$ cat src/rtl/mem_bus_ctrl_pkg.sv
// mem_bus_pkg: shared types and constants for the memory-stage bus controller.
//   state_t    - controller FSM states (IDLE, REQ, RESP, DONE)
//   F3_*       - RV32I load/store funct3 encodings used by load extraction
//   word_align - clears the byte offset of an address for the word bus
package mem_bus_pkg;

    typedef enum logic [1:0] {
        IDLE = 2'd0,
        REQ  = 2'd1,
        RESP = 2'd2,
        DONE = 2'd3
    } state_t;

    localparam logic [2:0] F3_B  = 3'b000;
    localparam logic [2:0] F3_H  = 3'b001;
    localparam logic [2:0] F3_W  = 3'b010;
    localparam logic [2:0] F3_BU = 3'b100;
    localparam logic [2:0] F3_HU = 3'b101;

    // The data bus is word addressed; byte lanes are selected by the strobe.
    function automatic logic [31:0] word_align(input logic [31:0] a);
        return {a[31:2], 2'b00};
    endfunction

endpackage

$ cat src/rtl/mem_bus_ctrl_if.sv
// mem_bus_if: data-memory request/grant/response bus.
//   master (controller): drives bus_req, bus_we, bus_addr, bus_wdata, bus_strb;
//                        receives bus_gnt, bus_rvalid, bus_rdata
//   slave  (memory)    : the mirror image
interface mem_bus_if;
    logic        bus_req;
    logic        bus_we;
    logic [31:0] bus_addr;
    logic [31:0] bus_wdata;
    logic [3:0]  bus_strb;
    logic        bus_gnt;
    logic        bus_rvalid;
    logic [31:0] bus_rdata;

    modport master (
        output bus_req, bus_we, bus_addr, bus_wdata, bus_strb,
        input  bus_gnt, bus_rvalid, bus_rdata
    );

    modport slave (
        input  bus_req, bus_we, bus_addr, bus_wdata, bus_strb,
        output bus_gnt, bus_rvalid, bus_rdata
    );
endinterface

$ cat src/rtl/mem_bus_ctrl_load_extract.sv
// load_extract: combinational load-result formatter.
//   i_rdata    - raw read word from the bus
//   i_offset   - byte offset of the original access (addr[1:0])
//   i_funct3   - RV32I load funct3
//   o_data     - selected byte/half/word, sign- or zero-extended
module load_extract
    import mem_bus_pkg::*;
(
    input  logic [31:0] i_rdata,
    input  logic [1:0]  i_offset,
    input  logic [2:0]  i_funct3,
    output logic [31:0] o_data
);

    logic [7:0]  w_byte;
    logic [15:0] w_half;

    // Pick the addressed byte lane and half-word lane.
    always_comb begin
        w_byte = 8'h00;
        case (i_offset)
            2'd0:    w_byte = i_rdata[7:0];
            2'd1:    w_byte = i_rdata[15:8];
            2'd2:    w_byte = i_rdata[23:16];
            2'd3:    w_byte = i_rdata[31:24];
            default: w_byte = 8'h00;
        endcase
        if (i_offset[1]) begin
            w_half = i_rdata[31:16];
        end else begin
            w_half = i_rdata[15:0];
        end
    end

    // Extend the selected lane according to the load type.
    always_comb begin
        o_data = 32'h0000_0000;
        case (i_funct3)
            F3_B:    o_data = {{24{w_byte[7]}}, w_byte};
            F3_BU:   o_data = {24'h00_0000, w_byte};
            F3_H:    o_data = {{16{w_half[15]}}, w_half};
            F3_HU:   o_data = {16'h0000, w_half};
            F3_W:    o_data = i_rdata;
            default: o_data = 32'h0000_0000;
        endcase
    end

endmodule

$ cat src/rtl/mem_bus_ctrl.sv
// mem_bus_ctrl: memory-stage bus controller.
//   clk, rst_n                 - core clock, async active-low reset
//   mem_valid, mem_re, mem_we  - MEM-stage access qualifiers
//   addr, funct3, wdata, strobe- access from the load/store decoder (strobe 0 = misaligned)
//   bus (mem_bus_if.master)    - data-memory request/grant/response bus
//   stall                      - hold IF..MEM while a transaction is outstanding
//   done                       - one-cycle pulse when the access completes
//   load_data                  - extended load result (0 for stores)
//   misalign                   - one-cycle pulse for a misaligned access
module mem_bus_ctrl
    import mem_bus_pkg::*;
(
    input  logic        clk,
    input  logic        rst_n,
    input  logic        mem_valid,
    input  logic        mem_re,
    input  logic        mem_we,
    input  logic [31:0] addr,
    input  logic [2:0]  funct3,
    input  logic [31:0] wdata,
    input  logic [3:0]  strobe,
    mem_bus_if.master   bus,
    output logic        stall,
    output logic        done,
    output logic [31:0] load_data,
    output logic        misalign
);

    state_t      r_state;
    state_t      w_next;
    logic        r_bus_req;
    logic        r_bus_we;
    logic [31:0] r_bus_addr;
    logic [31:0] r_bus_wdata;
    logic [3:0]  r_bus_strb;
    logic [2:0]  r_funct3;
    logic [1:0]  r_offset;
    logic [31:0] r_load_data;
    logic        w_access;
    logic        w_launch;
    logic [31:0] w_ext;

    assign w_access = mem_valid & (mem_re | mem_we);
    assign w_launch = w_access & (strobe != 4'b0000);

    assign bus.bus_req   = r_bus_req;
    assign bus.bus_we    = r_bus_we;
    assign bus.bus_addr  = r_bus_addr;
    assign bus.bus_wdata = r_bus_wdata;
    assign bus.bus_strb  = r_bus_strb;
    assign load_data     = r_load_data;

    load_extract u_load_extract (
        .i_rdata  (bus.bus_rdata),
        .i_offset (r_offset),
        .i_funct3 (r_funct3),
        .o_data   (w_ext)
    );

    // FSM state register.
    always_ff @(posedge clk or negedge rst_n) begin
        if (!rst_n) begin
            r_state <= IDLE;
        end else begin
            r_state <= w_next;
        end
    end

    // Next-state and pipeline-facing control outputs.
    always_comb begin
        w_next   = r_state;
        stall    = 1'b0;
        done     = 1'b0;
        misalign = 1'b0;
        case (r_state)
            IDLE: begin
                if (w_launch) begin
                    w_next = REQ;
                    stall  = 1'b1;
                end else if (w_access) begin
                    misalign = 1'b1;
                end else begin
                    w_next = IDLE;
                end
            end
            REQ: begin
                stall = 1'b1;
                if (bus.bus_gnt) begin
                    // Stores and loads whose data arrives with the grant finish at once.
                    if (r_bus_we || bus.bus_rvalid) begin
                        w_next = DONE;
                    end else begin
                        w_next = RESP;
                    end
                end else begin
                    w_next = REQ;
                end
            end
            RESP: begin
                stall = 1'b1;
                if (bus.bus_rvalid) begin
                    w_next = DONE;
                end else begin
                    w_next = RESP;
                end
            end
            DONE: begin
                done   = 1'b1;
                w_next = IDLE;
            end
            default: begin
                w_next = IDLE;
            end
        endcase
    end

    // Bus request registers and load-result capture.
    always_ff @(posedge clk or negedge rst_n) begin
        if (!rst_n) begin
            r_bus_req   <= 1'b0;
            r_bus_we    <= 1'b0;
            r_bus_addr  <= 32'h0000_0000;
            r_bus_wdata <= 32'h0000_0000;
            r_bus_strb  <= 4'b0000;
            r_funct3    <= 3'b000;
            r_offset    <= 2'b00;
            r_load_data <= 32'h0000_0000;
        end else begin
            case (r_state)
                IDLE: begin
                    // Request is raised together with the move into REQ so it is
                    // already registered while the FSM waits for the grant.
                    if (w_launch) begin
                        r_bus_req   <= 1'b1;
                        r_bus_we    <= mem_we;
                        r_bus_addr  <= word_align(addr);
                        r_bus_wdata <= wdata;
                        r_bus_strb  <= strobe;
                        r_funct3    <= funct3;
                        r_offset    <= addr[1:0];
                    end
                end
                REQ: begin
                    if (bus.bus_gnt) begin
                        r_bus_req <= 1'b0;
                        if (r_bus_we) begin
                            r_load_data <= 32'h0000_0000;
                        end else if (bus.bus_rvalid) begin
                            r_load_data <= w_ext;
                        end
                    end
                end
                RESP: begin
                    if (bus.bus_rvalid) begin
                        r_load_data <= w_ext;
                    end
                end
                default: begin
                end
            endcase
        end
    end

endmodule
$ cat src/flat_wrapper.sv
// flat-port wrapper written by rule: the top's interface ports become plain ports
module mem_bus_ctrl_flat import mem_bus_pkg::*;
  (clk, rst_n, mem_valid, mem_re, mem_we, addr, funct3, wdata, strobe, stall, done, load_data, misalign, bus_bus_req, bus_bus_we, bus_bus_addr, bus_bus_wdata, bus_bus_strb, bus_bus_gnt, bus_bus_rvalid, bus_bus_rdata);
  mem_bus_if bus_i ();
  input  logic clk;
  input  logic rst_n;
  input  logic mem_valid;
  input  logic mem_re;
  input  logic mem_we;
  input  logic [31:0] addr;
  input  logic [2:0] funct3;
  input  logic [31:0] wdata;
  input  logic [3:0] strobe;
  output logic stall;
  output logic done;
  output logic [31:0] load_data;
  output logic misalign;
  output wire logic [$bits(bus_i.bus_req)-1:0] bus_bus_req;
  output wire logic [$bits(bus_i.bus_we)-1:0] bus_bus_we;
  output wire logic [$bits(bus_i.bus_addr)-1:0] bus_bus_addr;
  output wire logic [$bits(bus_i.bus_wdata)-1:0] bus_bus_wdata;
  output wire logic [$bits(bus_i.bus_strb)-1:0] bus_bus_strb;
  input wire logic [$bits(bus_i.bus_gnt)-1:0] bus_bus_gnt;
  input wire logic [$bits(bus_i.bus_rvalid)-1:0] bus_bus_rvalid;
  input wire logic [$bits(bus_i.bus_rdata)-1:0] bus_bus_rdata;
  assign bus_bus_req = bus_i.bus_req;
  assign bus_bus_we = bus_i.bus_we;
  assign bus_bus_addr = bus_i.bus_addr;
  assign bus_bus_wdata = bus_i.bus_wdata;
  assign bus_bus_strb = bus_i.bus_strb;
  assign bus_i.bus_gnt = bus_bus_gnt;
  assign bus_i.bus_rvalid = bus_bus_rvalid;
  assign bus_i.bus_rdata = bus_bus_rdata;
  mem_bus_ctrl u_core (.clk(clk), .rst_n(rst_n), .mem_valid(mem_valid), .mem_re(mem_re), .mem_we(mem_we), .addr(addr), .funct3(funct3), .wdata(wdata), .strobe(strobe), .bus(bus_i), .stall(stall), .done(done), .load_data(load_data), .misalign(misalign));
endmodule
$ cat config.mk
export PLATFORM = sky130hd
export DESIGN_NAME = mem_bus_ctrl_flat
export DESIGN_NICKNAME = d
export VERILOG_FILES = /design/src/rtl/mem_bus_ctrl_pkg.sv /design/src/rtl/mem_bus_ctrl_if.sv /design/src/rtl/mem_bus_ctrl_load_extract.sv /design/src/rtl/mem_bus_ctrl.sv /design/src/flat_wrapper.sv
export SDC_FILE = /design/constraint.sdc
export NUM_CORES = 1
export LEC_CHECK = 0
export CAP_MARGIN = 25
export CORE_UTILIZATION = 41
export CTS_BUF_LIST = sky130_fd_sc_hd__clkbuf_16
export DETAILED_ROUTE_END_ITERATION = 16
export PLACE_DENSITY = 0.76
export SETUP_SLACK_MARGIN = 0.02
export SYNTH_ARGS = -nofsm -noshare
export SYNTH_HDL_FRONTEND = slang
export SYNTH_HIERARCHICAL = 1
export SYNTH_SLANG_ARGS = --single-unit
$ cat constraint.sdc
create_clock -name clk -period 2.1 [get_ports clk]
set_input_delay 0.42 -clock clk [delete_from_list [all_inputs] [get_ports clk]]
set_output_delay 0.42 -clock clk [all_outputs]
set_load 0.005 [all_outputs]
==> impl_metrics.py, run 1 <==
metrics = {
    "clock_network": {
        "numCtsBuffers": 9,
        "clock_latency_ps": 350,
        "cts_tree": "done",
        "clockBufferDepth": 2,
        "clkSlewWorstSetupHoldPaths_ps": 70,
        "cts-root-buf": "clkbuf_16",
        "htreeDepth": 3,
        "clkSinkCount": 107,
    },
    "floorplan": {
        "die-area_mm2": 0.0138,
        "ios": 215,
        "die_w_um": 118,
        "die_h_um": 118,
        "rows": 41,
        "fp.coreArea_mm2": 0.0128,
        "initial_utilization_pct": 42.7,
    },
    "grt": {
        "grt_pass1_wl_um": 25400,
        "track_usage_pct": 23.3,
        "grt_max_degree": 38,
        "grt_pass1_vias": 4882,
        "overflow": 0,
        "antenna_found_initial": 1,
    },
    "worst_setup_path": {
        "critPathKind": "in2out",
        "cp.required_ps": 1680,
        "start_kind": "input port",
        "worstPathMaxFanout": 2,
        "worstPathArrival_ps": 1610,
        "critPathCaptureType": "primary output",
    },
    "timing": {
        "min_period_ps": 2030,
        "rsz0062_at_grt": "false",
        "hold_viol": 0,
        "finalSetupViolCount": 0,
        "slew_violations": 0,
        "relSlewSlack_pct": 48.5,
        "finalSetupTns_ps": 0,
        "fin_crit_sh_pct": 96.5,
        "skew_ps": 14.2,
        "tightest_slew_ps": 772,
        "clock.fmax_ghz": 0.493,
    },
    "logic_synthesis": {
        "synthesis.area_mm2": 0.00547,
        "synthCells": 461,
        "synth.distinct_cells": 42,
        "ys_seq_area_share_pct": 48.9,
        "synth_edf_count": 0,
        "synth-seq-cells": 107,
        "syn_avg_cell_area_um2": 11.9,
        "synth_warnings": 6,
        "synth_flop_cell": "dfrtp_1",
        "async_flop_share_pct": 100,
    },
    "worst_hold_path": {
        "hp-class": "reg2reg",
    },
    "finish": {
        "nFillCells": 1030,
        "regArea_mm2": 0.00268,
        "drive_gt1_share_pct": 23.5,
        "final_util_pct": 64.7,
        "fin_nets": 797,
        "fin_cells": 861,
        "multi_input_area_mm2": 0.00254,
        "syn_to_final_growth_pct": 51.6,
        "finish.instance_area_mm2": 0.00830,
    },
    "place": {
        "place_hpwl_um": 12100,
        "dpl_cell_area_mm2": 0.00792,
        "placed_cells": 839,
        "port-buffer-count": 212,
        "gp_congestion": 0.841,
    },
    "detailed_routing": {
        "via_per_inst": 5.41,
        "routed_wl_um": 15900,
        "drt-initial-drc-count": 266,
        "vias": 4659,
        "ant_nets": 0,
        "wire_per_inst_um": 18.4,
        "firstDrtPassIters": 5,
        "drc": 0,
    },
    "pwr": {
        "power_density_mw_per_mm2": 1410,
        "p_leak_uw": 0.00338,
        "vdd.ir_drop.worst_uv": 787,
    },
    "job": {
        "drv_cap": 0,
    },
    "run_status": {
        "outcome": "finished, final reports clean",
    },
}
[stage by stage]
step / total power, uW / setup WS, ps / hold WS, ps
2_1_floorplan: 6800 / 346 / 124
3_3_place_gp: 9600 / -427 / 355
3_5_place_dp: 9800 / -429 / 358
4_1_cts: 11700 / 36.2 / 511
5_1_grt: 12400 / 12.7 / 521
6_report: 11700 / 72.5 / 508
[Yosys cell counts, types with 2 or more instances]
cell type	count	share of area (%)
mux2_4	21	5.8
inv_1	4	0.27
o21ai_1	3	0.27
ha_1	4	0.91
nor2_1	4	0.27
nor2b_1	2	0.23
nand3_1	32	2.9
o21ai_0	42	3.8
a222oi_1	7	1.3
mux2_2	61	13
a22o_1	3	0.48
buf_4	4	0.55
mux2i_1	8	1.5
a21oi_1	36	3.3
or4bb_1	7	1.4
dfrtp_1	107	49
buf_6	8	1.6
nand2_1	9	0.62
a211oi_1	16	2.2
buf_2	18	1.6
a22oi_1	24	3.3
clkbuf_1	15	1.0
o221ai_2	7	1.9
[final cells by class]
cell class | count | area share, %
Sequential cell | 107 | 32.3
Multi-Input combinational cell | 305 | 30.6
Timing Repair Buffer | 255 | 30.3
Clock buffer | 9 | 2.71
Tap cell | 172 | 2.59
Clock inverter | 7 | 1.31
Inverter | 5 | 0.226
Antenna cell | 1 | 0.0301
[path summary, 6_finish.rpt]
| check | startpoint | to | slack, ps | depth (start not counted) |
|---|---|---|---|---|
| min in group asynchronous | rst_n | u_core/load_data[23] | 520 | 2 |
| hold / removal | u_core/bus.bus_addr[18] | u_core/bus.bus_addr[18] | 510 | 1 |
| setup reg to reg | u_core/r_state[0] | u_core/bus.bus_wdata[21] | 170 | 7 |
| max in group asynchronous | rst_n | u_core/bus.bus_wdata[28] | 1040 | 3 |
| hold reg to reg | u_core/bus.bus_addr[18] | u_core/bus.bus_addr[18] | 510 | 1 |
| setup / recovery | strobe[2] | stall | 70 | 5 |
[report_power, final]
group / internal (uW) / leakage [uW] / switching, uW / total, uW
Clock: 1070 / 0.000162 / 803 / 1870
Sequential: 3020 / 0.00131 / 659 / 3680
Combinational: 3680 / 0.00191 / 2470 / 6150
[cells by family (layout without fill, tap and decap cells)]
family                   Yosys count  count (layout)  share of synthesized area (%)
other                              1               3                         0.0685
buffers and inverters             50             276                           5.21
AO/OA/AOI/OAI                    146             146                           18.1
adder cells (fa/ha/maj)            4               4                          0.914
multiplexers                      90              90                           19.8
flip-flops                       107             107                           48.9
AND/OR/NAND/NOR                   63              63                           7.06
[sequential cells by signal, summed over array words and instances (netlist names), named ones only]
register              cells
u_core/bus.bus_req        1
u_core/r_state            1
u_core/r_offset           2
u_core/load_data         32
u_core/bus.bus_strb       4
u_core/bus.bus_addr      30
u_core/bus.bus_we         1
u_core/r_funct3           3
u_core/bus.bus_wdata     32
[routing by layer]
| layer | vias to the layer above | wire length (um) | share of wire [%] | track usage, % |
|---|---|---|---|---|
| met5 | - | 0 | 0 | 0 |
| met2 | 165 | 8140 | 51 | 41.2 |
| met3 | 25 | 1150 | 7.2 | 6.40 |
| li1 | 2175 | - | - | - |
| met4 | 0 | 426 | 2.7 | 9.38 |
| met1 | 2294 | 6150 | 39 | 26.4 |
[layout by cell type (no fill, tap or decap), drive strengths merged, types with 2 or more instances in the layout]
cell type      instances
clkdlybuf4s50        205
dfrtp                107
mux2                  82
o21ai                 46
buf                   44
a21oi                 36
nand3                 32
a22oi                 25
a211oi                16
clkbuf                 9
nand2                  9
mux2i                  8
or4bb                  7
o221ai                 7
a222oi                 7
inv                    6
dlygate4sd2            4
nor2                   4
ha                     4
clkinv                 4
a22o                   3
bufinv                 2
conb                   2
nor2b                  2
nand2b                 2
[critical path, stage by stage]
cell	delay, ps
dlygate4sd2_1	250
or4_4	560
a21oi_2	150
nor2_1	40
clkdlybuf4s15_1	190
[repair_timing]
item,CTS,global route
setup buffers,2,2
endpoints found under the hold margin,22,0
resized for setup,14,2
endpoints found under the setup margin,2,9
pin swaps,2,0
hold buffers,1,0
Note: power is estimated with default switching activity, not from simulation.
==> run 2, diff against run 1 <==
--- a/config.mk
+++ b/config.mk
@@ -10,7 +10,8 @@
 export CTS_BUF_LIST = sky130_fd_sc_hd__clkbuf_16
 export DETAILED_ROUTE_END_ITERATION = 16
 export PLACE_DENSITY = 0.76
-export SETUP_SLACK_MARGIN = 0.02
+export SETUP_SLACK_MARGIN = 0.5
+export SLEW_MARGIN = 20
 export SYNTH_ARGS = -nofsm -noshare
 export SYNTH_HDL_FRONTEND = slang
 export SYNTH_HIERARCHICAL = 1
==> run 2 against run 1 <==
Sequential share of layout area is 4.0 points lower. Critical path depth is 3 higher. Clock skew is 7.0 ps lower. Sequential cell count stayed put. Hold slack worse by 450 ps. Highest routed layer unchanged. Core utilization is 9.3 points higher. Register-to-register slack better by 30 ps.
==> impl_metrics.py, run 2 (same netlist as run 1, synthesis figures left out) <==
metrics = {
    "run_status": {
        "outcome": "finished, final reports clean",
    },
    "worst_setup_path": {
        "critPathKind": "reg2reg",
        "cp.required_ps": 2340,
        "cp.buffers_inverters": 4,
        "worstPathMaxFanout": 10,
        "cp_cell_sequence": "inv_2, ha_4, o211ai_1, buf_4, nor2_4, buf_12, bufbuf_16, mux2_4",
        "worstPathArrival_ps": 2140,
        "r2r_cells": 8,
        "cpLargestDelayFamily": "buffers and inverters",
        "worst_path_largest_cell_delay_ps": 410,
        "worst_path_max_delay_cell": "dfrtp_1",
        "start_kind": "flip-flop",
        "crit_cells": 8,
        "critPathCaptureType": "flip-flop",
    },
    "finish": {
        "fin_nets": 865,
        "drive_gt1_share_pct": 40.7,
        "fin_cells": 928,
        "antenna_cells": 0,
        "final_util_pct": 74.0,
        "syn_to_final_growth_pct": 73.3,
        "mostFrequentLayoutCells": "clkdlybuf4s50_1 (102), dlygate4sd2_1 (102), dfrtp_1 (102), buf_4 (57), mux2_2 (51)",
    },
    "timing": {
        "clock.fmax_ghz": 0.526,
        "skew_ps": 7.20,
        "relSlewSlack_pct": 61.3,
        "slew_violations": 0,
        "fin_crit_sh_pct": 90.6,
        "finalSetupViolCount": 0,
        "min_period_ps": 1900,
        "rsz0062_at_grt": "true",
        "finalSetupTns_ps": 0,
        "hold_viol": 0,
        "tightest_slew_ps": 581,
    },
    "clock_network": {
        "clockBufferDepth": 2,
        "clkSlewWorstSetupHoldPaths_ps": 80,
        "cts_tree": "done",
        "hold_buffers": 0,
        "clkSinkCount": 107,
        "numCtsBuffers": 9,
        "clock_latency_ps": 350,
        "htreeDepth": 3,
        "cts-root-buf": "clkbuf_16",
    },
    "place": {
        "placed_cells": 831,
        "gp_congestion": 0.912,
        "place_hpwl_um": 11700,
        "port-buffer-count": 212,
    },
    "detailed_routing": {
        "via_per_inst": 5.64,
        "wire_per_inst_um": 20.5,
        "firstDrtPassIters": 5,
        "ant_nets": 0,
        "routed_wl_um": 19000,
        "vias": 5238,
        "drt-initial-drc-count": 339,
        "drc": 0,
    },
    "floorplan": {
        "ios": 215,
        "fp.coreArea_mm2": 0.0128,
        "die_w_um": 118,
        "rows": 41,
        "die_h_um": 118,
        "initial_utilization_pct": 42.7,
        "die-area_mm2": 0.0138,
    },
    "grt": {
        "busiest_layer": "met2",
        "globalRouteMet3Util_pct": 7.75,
        "antenna_found_initial": 0,
        "overflow": 0,
        "track_usage_pct": 27.1,
        "grt_pass1_wl_um": 29300,
        "grt_pass1_vias": 5435,
        "grt_use_met2_pct": 46.8,
        "grt_max_degree": 42,
        "met1_usage_pct": 31.4,
    },
    "pwr": {
        "vdd.ir_drop.worst_uv": 681,
        "p_leak_uw": 0.00418,
        "power_density_mw_per_mm2": 1440,
    },
    "worst_hold_path": {
        "hp-class": "in2async",
    },
    "job": {
        "drv_cap": 0,
    },
}
-- run 2: changes by cell type in the layout (fill, tap and decap cells not counted), sizes merged, moves of 3 or more --
cell,delta
clkdlybuf4s50,-103
mux2,+3
dlygate4sd2,+98
buf,+68
bufbuf,+3
-- run 2: cell type report --
type / count / area (um^2)
clock inverters: 7 / 96.3
clock buffers: 9 / 225
repair buffers: 320 / 3270
inverters: 5 / 23.8
well taps: 172 / 215
flip-flops and latches: 107 / 2680
multi-input cells: 308 / 2980
fillers: 875 / 3340
-- run 2: timing repair --
action                     CTS  global route
buffers inserted            57            10
pin swaps                   51            55
cloned                      14             0
setup endpoints to repair  205           104
gates resized for setup    239            57
-- run 2: final timing paths --
| path | end | slack, ps |
|---|---|---|
| min | u_core/load_data[25] | 60 |
| min in group clk | u_core/bus.bus_strb[2] | 420 |
| min reg2reg | u_core/bus.bus_addr[3] | 500 |
| max in group asynchronous | u_core/bus.bus_addr[19] | 1430 |
| max reg2reg | u_core/bus.bus_wdata[2] | 200 |
| max | u_core/bus.bus_wdata[2] | 200 |
-- run 2: layer usage --
| layer | up-vias | share of wire, % |
|---|---|---|
| li1 | 2320 | - |
| met1 | 2569 | 37 |
| met2 | 303 | 51 |
| met3 | 46 | 9.5 |
| met4 | 0 | 3.0 |
| met5 | - | 0 |
-- run 2: report_power, final --
| group | leakage, uW | internal [uW] | switching [uW] | total, uW |
|---|---|---|---|---|
| clock | 0.000157 | 1060 | 799 | 1850 |
| combinational | 0.00272 | 4730 | 3500 | 8220 |
| sequential | 0.00131 | 3030 | 598 | 3630 |
| total | 0.00418 | 8810 | 4890 | 13700 |
-- run 2: worst reg2reg max path: stages, from the launching register on --
cell and delay [ps]:
dfrtp_1 410, inv_2 110, ha_4 150, o211ai_1 110, buf_4 160, nor2_4 90
buf_12 150, bufbuf_16 300, mux2_4 310
-- run 2: through the flow --
step | hold WS [ps] | area (um^2) | power (uW) | setup slack (ps)
2_1_floorplan | 124 | 5500 | 6840 | 444
4_1_cts | 77.5 | 9200 | 13100 | 194
3_3_place_gp | 441 | 7890 | 9560 | -369
3_5_place_dp | 451 | 7890 | 9770 | -375
6_report | 62.8 | 9490 | 13700 | 198
5_1_grt | 115 | 9490 | 14400 | 136
